==> config.mk <==
export PLATFORM = sky130hd
export DESIGN_NAME = fifo_prog
export DESIGN_NICKNAME = d
export VERILOG_FILES = /design/src/rtl/fifo_pkg.sv /design/src/rtl/fifo_prog_mem.sv /design/src/rtl/fifo_prog.sv
export SDC_FILE = /design/constraint.sdc
export NUM_CORES = 1
export LEC_CHECK = 0
export BUFFER_PORTS_ARGS = -buffer_cell sky130_fd_sc_hd__buf_2
export CAP_MARGIN = 10
export CORE_MARGIN = 1.5
export CORE_UTILIZATION = 40
export DETAILED_ROUTE_END_ITERATION = 10
export MAX_ROUTING_LAYER = met4
export PLACE_DENSITY_LB_ADDON = 0.05
export SLEW_MARGIN = 10
export SYNTH_ARGS = -nofsm -noshare
export SYNTH_HDL_FRONTEND = slang
export SYNTH_SLANG_ARGS = --single-unit
==> constraint.sdc <==
create_clock -name clk -period 7.1 [get_ports clk]
set_clock_uncertainty 0.2 [all_clocks]
set_input_delay 0.71 -clock clk [delete_from_list [all_inputs] [get_ports clk]]
set_output_delay 0.71 -clock clk [all_outputs]
set_load 0.01 [all_outputs]
==> src/rtl/fifo_pkg.sv <==
// Shared defaults and status bundle for the programmable synchronous FIFO.
package fifo_pkg;

  localparam int DEF_DATA_WIDTH = 16;
  localparam int DEF_FIFO_DEPTH = 16;

  typedef struct packed {
    logic full;
    logic empty;
    logic almost_full;
    logic almost_empty;
    logic overflow;
    logic underflow;
  } fifo_status_t;

endpackage

==> src/rtl/fifo_prog_mem.sv <==
// FIFO storage: one synchronous write port and one asynchronous read port.
// Storage is deliberately not reset, so it maps onto RAM primitives.
module fifo_prog_mem #(
  parameter int DATA_WIDTH = 16,
  parameter int DEPTH      = 16,
  parameter int AW         = $clog2(DEPTH)
) (
  input  logic                  clk,
  input  logic                  we_i,
  input  logic [AW-1:0]         waddr_i,
  input  logic [DATA_WIDTH-1:0] wdata_i,
  input  logic [AW-1:0]         raddr_i,
  output logic [DATA_WIDTH-1:0] rdata_o
);

  logic [DATA_WIDTH-1:0] mem_q [DEPTH];

  always_ff @(posedge clk) begin
    if (we_i) mem_q[waddr_i] <= wdata_i;
  end

  assign rdata_o = mem_q[raddr_i];

endmodule

==> src/rtl/fifo_prog.sv <==
// Synchronous FIFO with occupancy count, programmable thresholds, FWFT or
// registered read, synchronous flush and sticky overflow/underflow flags.
module fifo_prog
  import fifo_pkg::*;
#(
  parameter int DATA_WIDTH    = DEF_DATA_WIDTH,
  parameter int FIFO_DEPTH    = DEF_FIFO_DEPTH,
  parameter bit FWFT          = 1'b1,
  parameter int AFULL_THRESH  = FIFO_DEPTH - 2,
  parameter int AEMPTY_THRESH = 2
) (
  input  logic                        clk,
  input  logic                        rst_n,
  input  logic                        flush,
  input  logic                        err_clr,
  input  logic                        wr_en,
  input  logic [DATA_WIDTH-1:0]       wr_data,
  input  logic                        rd_en,
  output logic [DATA_WIDTH-1:0]       rd_data,
  output logic                        rd_valid,
  output logic                        full,
  output logic                        empty,
  output logic                        almost_full,
  output logic                        almost_empty,
  output logic [$clog2(FIFO_DEPTH):0] count,
  output logic                        overflow,
  output logic                        underflow
);

  localparam int          PW      = $clog2(FIFO_DEPTH);
  localparam logic [PW:0] DEPTH_C = (PW+1)'(FIFO_DEPTH);
  localparam logic [PW:0] AF_C    = (PW+1)'(AFULL_THRESH);
  localparam logic [PW:0] AE_C    = (PW+1)'(AEMPTY_THRESH);

  if (FIFO_DEPTH < 2 || (FIFO_DEPTH & (FIFO_DEPTH - 1)) != 0) begin : g_chk_depth
    $fatal(1, "fifo_prog: FIFO_DEPTH must be a power of 2 and >= 2");
  end
  if (DATA_WIDTH <= 0) begin : g_chk_width
    $fatal(1, "fifo_prog: DATA_WIDTH must be > 0");
  end
  if (AEMPTY_THRESH < 0 || AEMPTY_THRESH >= AFULL_THRESH || AFULL_THRESH > FIFO_DEPTH) begin : g_chk_thr
    $fatal(1, "fifo_prog: need 0 <= AEMPTY_THRESH < AFULL_THRESH <= FIFO_DEPTH");
  end

  logic [PW:0]           wr_ptr_q, wr_ptr_d, rd_ptr_q, rd_ptr_d;
  logic                  ovf_q, ovf_d, unf_q, unf_d;
  logic                  rd_acc, wr_acc, ovf_evt, unf_evt;
  logic [DATA_WIDTH-1:0] mem_rdata;
  fifo_status_t          st;

  // Extra pointer MSB disambiguates full from empty; the difference is the count.
  assign count = wr_ptr_q - rd_ptr_q;

  always_comb begin
    st              = '0;
    st.empty        = (count == '0);
    st.full         = (count == DEPTH_C);
    st.almost_full  = (count >= AF_C);
    st.almost_empty = (count <= AE_C);
    st.overflow     = ovf_q;
    st.underflow    = unf_q;
  end

  assign full         = st.full;
  assign empty        = st.empty;
  assign almost_full  = st.almost_full;
  assign almost_empty = st.almost_empty;
  assign overflow     = st.overflow;
  assign underflow    = st.underflow;

  // A pop in the same cycle frees a slot, so a full FIFO can still take a write.
  assign rd_acc  = rd_en && !st.empty && !flush;
  assign wr_acc  = wr_en && (!st.full || rd_acc) && !flush;
  assign ovf_evt = wr_en && !flush && !wr_acc;
  assign unf_evt = rd_en && !flush && st.empty;

  always_comb begin
    wr_ptr_d = wr_ptr_q;
    rd_ptr_d = rd_ptr_q;
    if (flush) begin
      wr_ptr_d = '0;
      rd_ptr_d = '0;
    end else begin
      if (wr_acc) wr_ptr_d = wr_ptr_q + 1'b1;
      if (rd_acc) rd_ptr_d = rd_ptr_q + 1'b1;
    end
    // A new error outranks a clear arriving in the same cycle.
    ovf_d = ovf_evt | (ovf_q & ~err_clr);
    unf_d = unf_evt | (unf_q & ~err_clr);
  end

  always_ff @(posedge clk or negedge rst_n) begin
    if (!rst_n) begin
      wr_ptr_q <= '0;
      rd_ptr_q <= '0;
      ovf_q    <= 1'b0;
      unf_q    <= 1'b0;
    end else begin
      wr_ptr_q <= wr_ptr_d;
      rd_ptr_q <= rd_ptr_d;
      ovf_q    <= ovf_d;
      unf_q    <= unf_d;
    end
  end

  fifo_prog_mem #(
    .DATA_WIDTH (DATA_WIDTH),
    .DEPTH      (FIFO_DEPTH),
    .AW         (PW)
  ) u_mem (
    .clk     (clk),
    .we_i    (wr_acc),
    .waddr_i (wr_ptr_q[PW-1:0]),
    .wdata_i (wr_data),
    .raddr_i (rd_ptr_q[PW-1:0]),
    .rdata_o (mem_rdata)
  );

  if (FWFT) begin : g_fwft
    assign rd_data  = mem_rdata;
    assign rd_valid = !st.empty;
  end else begin : g_std
    logic [DATA_WIDTH-1:0] rdata_q;
    logic                  rvalid_q;

    always_ff @(posedge clk or negedge rst_n) begin
      if (!rst_n) begin
        rdata_q  <= '0;
        rvalid_q <= 1'b0;
      end else begin
        rvalid_q <= rd_acc;
        if (rd_acc) rdata_q <= mem_rdata;
      end
    end

    assign rd_data  = rdata_q;
    assign rd_valid = rvalid_q;
  end

  a_count_bound: assert property (@(posedge clk) disable iff (!rst_n) count <= DEPTH_C);
  a_full_empty:  assert property (@(posedge clk) disable iff (!rst_n) !(st.full && st.empty));
  a_wr_reject:   assert property (@(posedge clk) disable iff (!rst_n)
                                  (wr_en && !flush && !wr_acc) |=> (wr_ptr_q == $past(wr_ptr_q)));
  a_rd_reject:   assert property (@(posedge clk) disable iff (!rst_n)
                                  (rd_en && !flush && !rd_acc) |=> (rd_ptr_q == $past(rd_ptr_q)));

endmodule

==> flow_metrics.env <==
export IMPL_wire_per_inst_um=28.78
export IMPL_cap_violations=0
export IMPL_met1_length_um=11860
export IMPL_finalSetupViolations=0
export IMPL_wl_um=26080
export IMPL_dr_wl_met2_um=12230
export IMPL_grt_antenna_before_repair=1
export IMPL_ys_seq_elements=268
export IMPL_fillers=2160
export IMPL_synth_edf_count=256
export IMPL_grt_max_degree=70
export IMPL_fin_tns_setup_ns=0
export IMPL_drt_iter0_markers=496
export IMPL_vias=5088
export IMPL_design_area_um2=12360
export IMPL_rows=59
export IMPL_ys_warnings_count=0
export IMPL_worst_r2r_path_depth=8
export IMPL_r2r_start="rd_ptr_q[0]$_DFFE_PN0P_"
export IMPL_ys_seq_area_share_pct=74.11
export IMPL_dp_hpwl_um=16810
export IMPL_startpoint="rd_ptr_q[0]$_DFFE_PN0P_"
export IMPL_crit_path_max_incr_delay_ns=0.74
export IMPL_grt_ovfl_total=0
export IMPL_synthXorXnorAreaFrac_pct=0.4644
export IMPL_synth_fa_ha_area_share_pct=1.231
export IMPL_postLayoutCoreUtil_pct=47.03
export IMPL_top_layer="met4"
export IMPL_root_buffer="clkbuf_16"
export IMPL_clkTransAtPathRegs_ns=0.06
export IMPL_dieArea_um2=27940
export IMPL_cts_tree="done"
export IMPL_synth_compound_area_share_pct=2.008
export IMPL_ant_nets=0
export IMPL_synth_top_flop_cell="edfxtp_1"
export IMPL_hold_viol_final=0
export IMPL_h_tree_depth=1
export IMPL_synth_cells=491
export IMPL_hold_class="in -> reg"
export IMPL_cp_start_kind="flop"
export IMPL_worstSetupPathType="reg -> out"
export IMPL_fin_crit_sh_pct=63.17
export IMPL_critPathRequiredTime_ns=6.19
export IMPL_critPathSlowestCell="dfrtp_4"
export IMPL_worst_r2r_setup_slack_ns=2.82
export IMPL_ir_drop_v=0.0002146
export IMPL_viasPerCell=5.616
export IMPL_start_util_pct=41.01
export IMPL_place_area_um2=11350
export IMPL_layout_drive_gt1_share_pct=33.63
export IMPL_grt_pass1_vias=5118
export IMPL_die_h_um=167.2
export IMPL_hold_depth=2
export IMPL_rsz0062_at_grt="false"
export IMPL_synthSimpleGateAreaFrac_pct=3.285
export IMPL_wl_met3_um=1328
export IMPL_io_buffers=49
export IMPL_die_x_um=167.2
export IMPL_grt_pass1_wl_um=37440
export IMPL_power_density_nw_per_um2=365.4
export IMPL_syn_nets=523
export IMPL_io_pins=50
export IMPL_cts_buffers=29
export IMPL_path_cells="ha_1 -> fa_1 -> nand2b_1 -> a21oi_2 -> xor2_2 -> inv_4 -> a2111oi_0 -> buf_2"
export IMPL_nets=583
export IMPL_path_delay_family="adder cells"
export IMPL_cts_path_max_buffers=3
export IMPL_dr_pass1_iters=5
export IMPL_synthMuxAreaShare_pct=17.43
export IMPL_globalplace_congestion=0.8063
export IMPL_crit_path_max_fanout=34
export IMPL_drc_errors=0
export IMPL_grtUsageTotal_pct=19.62
export IMPL_fmax_ghz=0.2230
export IMPL_cts_sinks=268
export IMPL_status="completed"
export IMPL_area_growth_syn_to_layout_pct=14.69
export IMPL_hold_end="underflow$_DFF_PN0_"
export IMPL_ys_types=51
export IMPL_power_leakage_nw=4.049
export IMPL_coreArea_um2=26280
export IMPL_rr_endpoint="u_mem.mem_q[7][7]$_DFFE_PP_"
export IMPL_avgSynthCellArea_um2=21.95
export IMPL_insertion_delay_ns=0.54
export IMPL_crit_arrival_ns=3.58
export IMPL_synth_top_family_by_area="multiplexers"
export IMPL_min_delay_start="err_clr"
export IMPL_report_final_slew_viol_count=0
export IMPL_worst_slew_margin_rel_pct=31.61
export IMPL_worst_path_buf_inv=2
export IMPL_synth_area_um2=10780
export IMPL_tightest_slew_ns=1.026
export IMPL_end_kind="output port"
export IMPL_antennaDiodeCount=0
export IMPL_min_period_ns=4.485
export IMPL_async_flop_share_pct=4.478
## worst reg2reg max path, stage by stage (launching register included)
cell      delay [ns]
dfrtp_4         0.74
ha_1            0.35
fa_1            0.44
nand2b_1        0.19
a21oi_2         0.18
xor2_2          0.47
inv_4           0.13
a31oi_2         0.39
and3_1          0.82
## area by class of cell
cell class / instances / area, um^2 / share of cell area [%]
timing repair buffer: 52 / 270.3 / 2.186
inverter: 12 / 47.55 / 0.3847
tap: 335 / 419.2 / 3.391
clock inverter: 16 / 241.5 / 1.954
clock buffer: 35 / 758.2 / 6.134
sequential: 268 / 7993 / 64.66
multi-input combinational: 188 / 2631 / 21.29
## worst max-delay path by stage
stage | endpoint | slack (ns) | depth (start not counted)
5_1_grt | almost_empty | 2.41 | 8
2_1_floorplan | almost_empty | 3.33 | 8
3_5_place_dp | u_mem.mem_q[1][9]$_DFFE_PP_ | 2.73 | 8
4_1_cts | almost_empty | 2.55 | 8
3_3_place_gp | u_mem.mem_q[13][4]$_DFFE_PP_ | 2.90 | 8
6_report | almost_empty | 2.61 | 8
## layer usage
layer	up-vias	global-route usage [%]
li1	2181	-
met1	2733	27.51
met2	136	29.71
met3	38	3.758
met4	0	5.249
met5	-	-
## cells in the mapped netlist, types with 2 or more instances
library cell / n / area, um^2
a21oi_1: 4 / 20.02
mux2_1: 2 / 22.52
buf_1: 3 / 11.26
nor2b_1: 3 / 18.77
nor4_1: 2 / 12.51
buf_6: 2 / 22.52
nand2b_1: 10 / 62.56
nand3b_1: 2 / 15.01
and3_1: 17 / 106.4
clkbuf_1: 12 / 45.04
edfxtp_1: 256 / 7687
nor2_1: 16 / 60.06
buf_2: 5 / 25.02
xor2_1: 2 / 17.52
nand2_1: 6 / 22.52
inv_1: 10 / 37.54
mux2_2: 3 / 33.78
nand3_1: 2 / 10.01
mux4_2: 80 / 1802
mux2i_1: 2 / 20.02
ha_1: 9 / 112.6
a31oi_2: 2 / 25.02
dfrtp_1: 12 / 300.3
o311ai_1: 2 / 17.52
## layout by cell type, fill, tap and decap left out, types with 3 or more instances in the layout
master / synthesis / final
a21oi_1: 4 / 4
and3_1: 17 / 17
buf_2: 5 / 49
bufinv_16: 0 / 6
clkbuf_1: 12 / 5
clkbuf_16: 0 / 29
clkinv_2: 0 / 5
dfrtp_1: 12 / 10
edfxtp_1: 256 / 256
ha_1: 9 / 9
inv_1: 10 / 10
mux2_2: 3 / 3
mux4_2: 80 / 80
nand2_1: 6 / 6
nand2b_1: 10 / 10
nor2_1: 16 / 16
nor2b_1: 3 / 3
## per-stage QoR
stage / power [W] / cells / worst slack [ns] / hold WS [ns]
6_report: 0.004517 / 906 / 2.615 / 0.1932
3_5_place_dp: 0.002996 / 854 / 2.725 / 0.2735
4_1_cts: 0.004565 / 906 / 2.549 / 0.1727
2_1_floorplan: 0.002579 / 491 / 3.326 / 0.2144
5_1_grt: 0.004678 / 906 / 2.407 / 0.1874
3_3_place_gp: 0.002993 / 854 / 2.902 / 0.2735
## repair_timing
action | in CTS | in global routing
resized for setup | 0 | 0
hold endpoints to repair | 12 | 0
hold buffers | 1 | 0
setup buffers | 0 | 0
setup endpoints to repair | 0 | 0
## registers in the layout (all words and copies together) (netlist names)
| name | cells |
|---|---|
| overflow | 1 |
| rd_ptr_q | 5 |
| u_mem.mem_q | 256 |
| underflow | 1 |
| wr_ptr_q | 5 |
## where the power goes
part / leakage [nW] / total (W) / switching, W / internal, W
clock network: 0.485 / 0.00157 / 0.000594 / 0.000975
registers: 2.47 / 0.00183 / 0.0000621 / 0.00177
logic: 1.10 / 0.00111 / 0.000625 / 0.000490
total: 4.05 / 0.00452 / 0.00128 / 0.00324
## cell families (layout without fill, tap and decap cells)
group	after synthesis	in the layout
adder cells (fa/ha/maj)	10	10
AND/OR/NAND/NOR	64	64
multiplexers	87	87
XOR/XNOR	4	4
flip-flops	268	268
buffers and inverters	35	115
AO/OA/AOI/OAI	23	23
Note: power is estimated with default switching activity, not from simulation.
